**src/rtl/seq_control_unit.sv**
```systemverilog
// rtl/seq_control_unit.sv - multi-cycle FETCH/DECODE/EXECUTE/WRITEBACK control unit
// Holds the zero flag, HALT state and retired-instruction counter; drives ALU, regfile, PC strobes.
module seq_control_unit #(
  parameter int OPCODE_W = 4,
  parameter int RETIRE_W = 16
) (
  input  logic                clk,
  input  logic                rst,
  output logic                instr_req,
  input  logic                instr_valid,
  input  logic [OPCODE_W-1:0] opcode,
  input  logic                alu_zero,
  output logic [3:0]          alu_op,
  output logic                use_immediate,
  output logic                write_enable,
  output logic                jmp_enable,
  output logic                pc_inc,
  output logic                zero_flag,
  output logic                halted,
  output logic [RETIRE_W-1:0] retired
);

  typedef enum logic [2:0] {
    S_FETCH,
    S_DECODE,
    S_EXECUTE,
    S_WRITEBACK,
    S_HALTED
  } state_t;

  state_t state, next_state;
  logic [OPCODE_W-1:0] ir;
  logic [3:0] lo;
  logic upper_zero;
  logic is_alu, is_jmp, is_jnz, is_jz, is_halt, taken, handshake;

  assign lo = ir[3:0];

  // Opcodes with any bit set above the decoded nibble are treated as NOP.
  generate
    if (OPCODE_W > 4) begin : g_wide
      assign upper_zero = ~|ir[OPCODE_W-1:4];
    end else begin : g_narrow
      assign upper_zero = 1'b1;
    end
  endgenerate

  assign is_alu  = upper_zero && (lo <= 4'd9);
  assign is_jmp  = upper_zero && (lo == 4'd12);
  assign is_jnz  = upper_zero && (lo == 4'd13);
  assign is_jz   = upper_zero && (lo == 4'd14);
  assign is_halt = upper_zero && (lo == 4'd15);
  assign taken   = is_jmp || (is_jnz && !zero_flag) || (is_jz && zero_flag);

  assign handshake = instr_req && instr_valid;

  always_ff @(posedge clk or posedge rst) begin
    if (rst) begin
      state     <= S_FETCH;
      ir        <= '0;
      zero_flag <= 1'b0;
      retired   <= '0;
      instr_req <= 1'b0;
    end else begin
      state <= next_state;
      // Registered so instr_req stays low while rst is high and rises one edge later.
      instr_req <= (next_state == S_FETCH);
      if (handshake) begin
        ir <= opcode;
      end
      if (state == S_EXECUTE && is_alu) begin
        zero_flag <= alu_zero;
      end
      if (state == S_WRITEBACK && !is_halt) begin
        retired <= retired + RETIRE_W'(1);
      end
    end
  end

  always_comb begin
    next_state = state;
    case (state)
      S_FETCH:     if (handshake) next_state = S_DECODE;
      S_DECODE:    next_state = S_EXECUTE;
      S_EXECUTE:   next_state = S_WRITEBACK;
      S_WRITEBACK: next_state = is_halt ? S_HALTED : S_FETCH;
      S_HALTED:    next_state = S_HALTED;
      default:     next_state = S_FETCH;
    endcase
  end

  always_comb begin
    alu_op        = 4'd0;
    use_immediate = 1'b0;
    write_enable  = 1'b0;
    jmp_enable    = 1'b0;
    pc_inc        = 1'b0;
    halted        = 1'b0;
    case (state)
      S_DECODE, S_EXECUTE: begin
        if (is_alu) begin
          alu_op        = lo;
          use_immediate = lo[0];
        end
      end
      S_WRITEBACK: begin
        if (is_alu) begin
          alu_op        = lo;
          use_immediate = lo[0];
        end
        write_enable = is_alu;
        jmp_enable   = taken;
        pc_inc       = !is_halt && !taken;
      end
      S_HALTED: halted = 1'b1;
      default: ;
    endcase
  end

endmodule

```
**config.mk**
```make
export PLATFORM = sky130hd
export DESIGN_NAME = seq_control_unit
export DESIGN_NICKNAME = d
export VERILOG_FILES = /design/src/rtl/seq_control_unit.sv
export SDC_FILE = /design/constraint.sdc
export NUM_CORES = 1
export LEC_CHECK = 0
export BUFFER_PORTS_ARGS = -buffer_cell sky130_fd_sc_hd__buf_2
export CORE_MARGIN = 1
export CORE_UTILIZATION = 54
export DETAILED_ROUTE_END_ITERATION = 16
export HOLD_SLACK_MARGIN = 0.03
export PLACE_DENSITY = 0.83
export SLEW_MARGIN = 20
export SYNTH_ARGS = -nofsm -noshare
export SYNTH_HDL_FRONTEND = slang
export SYNTH_SLANG_ARGS = --single-unit
```
**constraint.sdc**
```tcl
create_clock -name clk -period 2.55 [get_ports clk]
set_input_delay 0.255 -clock clk [delete_from_list [all_inputs] [get_ports clk]]
set_output_delay 0.255 -clock clk [all_outputs]
set_load 0.02 [all_outputs]
```
==> results.ini <==
[critical_path]
critPathArrivalTime_ns=1.68
path_max_fanout=8
critical_path_buf_inv_count=1
critPathKind=register to output pin
worstReg2RegStart=state[2]
slowest_delay_ns=0.48
crit_slowest_cell=dfrtp_1
rr_endpoint=retired[10]
cp-end-kind=output pin
critPathTopFamily=flip-flops
reg2reg_slack_ns=0.89
reg2reg_depth=4
crit_required_ns=2.30
crit_chain=nand3b_4 -> a2111oi_0 -> buf_2
startpoint_type=register

[routing]
drtIter0Drc=19
drtPass1Iterations=4
vias=932
routed_wl_um=2210
postRouteAntennaNets=0
vias_per_cell=5.42
route.detailed.drc=0
wl_per_cell_um=12.9

[floorplan]
die_h_um=49.1
dieArea_sq_um=2410
rows=16
die_w_um=49.1
start_util_pct=59.3
coreArea_sq_um=2020
io_pins=35

[clock_tree]
cts_hold_buf=0
cts_tree=done
postCtsSetupRepairBufs=0
cts_resized=0
cts_buffers=3
cts-htree-levels=1
cts_sinks=25
path_clk_slew_ns=0.14
root_buffer=clkbuf_4
clk_path_buf_depth=2
clkLatencyLatePin_ns=0.33

[timing]
slew_headroom_pct=38.4
fin_ws_ns=0.613
min_period_ns=1.94
worst_pin_slew_ns=0.924
rsz0062_at_grt=false
finalSetupViolations=0
final.period_utilization_pct=76.0
finalHoldViolCount=0
setup_tns_ns=0
clock_skew_ns=0.0131
fmax_mhz=516
report.final.slew_viol_count=0

[place]
gp_congestion=0.806
port_buffers=34
hpwl_um=1700
dp_slack_ns=0.946

[status]
status=finished clean

[grt]
grt_use_total_pct=21.6
grt_pass1_wl_um=3930
grt_pass1_vias=918
top_usage_layer=met2
met2_usage_pct=36.8
groute.layer.met1.usage_pct=26.0
grt_antenna_before_repair=0
grt_max_degree=26
use_met3_pct=3.74
overflow=0

[layout]
final_nets=155
antenna_cells=0
area_delta_synth_final_pct=18.7
drive_above_1_share_pct=34.5

[power_and_ir_drop]
irDropWorstVdd_mv=0.803
p_leak_nw=0.719
power_density_nw_per_um2=1010

[logic_synthesis]
ys_ff_latch=25
yosys_warnings=0
syn_nets=117
syn_inst=108
synth_most_common_cell=dfrtp_1
synthFlopType=dfrtp_1
ys_seq_area_share_pct=52.2
synth_top_area_share_pct=52.2
synth-edff-count=0
avgSynthCellArea_sq_um=11.1
ys_top_cells_by_area=dfrtp_1 52%, xnor2_1 8.8%, mux2_2 5.6%
synth_top_area_cell=dfrtp_1
syn_area_sq_um=1200
ys_async_sr_fraction_pct=100
synthDistinctLibCells=29
synth.top_cells.by_count=25 x dfrtp_1, 12 x xnor2_1, 9 x nand2_1, 8 x nor2_1

[job]
maxCapViolCount=0

[worst_hold_path]
hold_class=input pin to async pin

worst max path at each step:
stage | startpoint | to | depth (start not counted)
2_1_floorplan | state[2] | jmp_enable | 2
3_3_place_gp | state[2] | retired[12] | 4
3_5_place_dp | state[2] | retired[10] | 4
4_1_cts | state[2] | jmp_enable | 3
5_1_grt | state[2] | jmp_enable | 3
6_report | state[2] | jmp_enable | 3
cell type report:
type,count,area (sq um)
timing repair buffer,34,170
multi-input combinational,78,551
clock inverter,1,5.00
inverter,4,15.0
sequential,25,626
tap,27,33.8
fill,162,599
clock buffer,3,22.5
placed cells by master, fill, tap and decap left out, types with 2 or more instances in the layout:
cell	n
nand4_1	5
nor2_1	8
buf_2	34
xnor2_1	12
nand2_1	9
nand3_1	6
mux2_2	6
nor3b_1	2
and2_1	4
nor2_2	3
and3_1	2
dfrtp_1	25
clkbuf_4	3
xor2_1	4
nor3_1	3
inv_1	4
metal layers:
metal | vias up | wire length (um)
li1 | 448 | -
met5 | - | 0
met4 | 0 | 54
met2 | 25 | 1090
met3 | 7 | 83
met1 | 452 | 989
per-stage QoR:
stage	cell area, sq um	util, %	std cells	hold slack, ns	total power (W)
floorplan	1200	-	108	0.282	0.00109
global placement	1400	69.0	168	0.454	0.00124
detailed placement	1400	69.0	168	0.461	0.00127
CTS	1420	70.4	172	0.135	0.00145
global route	1420	70.4	172	0.148	0.00154
finish	1420	70.4	172	0.106	0.00144
where the power goes:
part	internal [W]	switching, W
logic	0.000259	0.000356
clock network	0.0000589	0.000120
registers	0.000502	0.000147
total	0.000820	0.000623
state kept, by name, summed over array words and instances, names as in the netlist:
signal and flops:
retired 16, ir 4, state 3, instr_req 1, zero_flag 1
logic make-up after synthesis:
group           share of synthesized area, %
simple gates                            24.7
flops                                   52.2
xor+xnor                                11.7
mux                                     5.64
compound gates                          2.82
buf+inv                                 1.88
fa+ha+maj                               1.04
(Power assumes the default switching activity.)
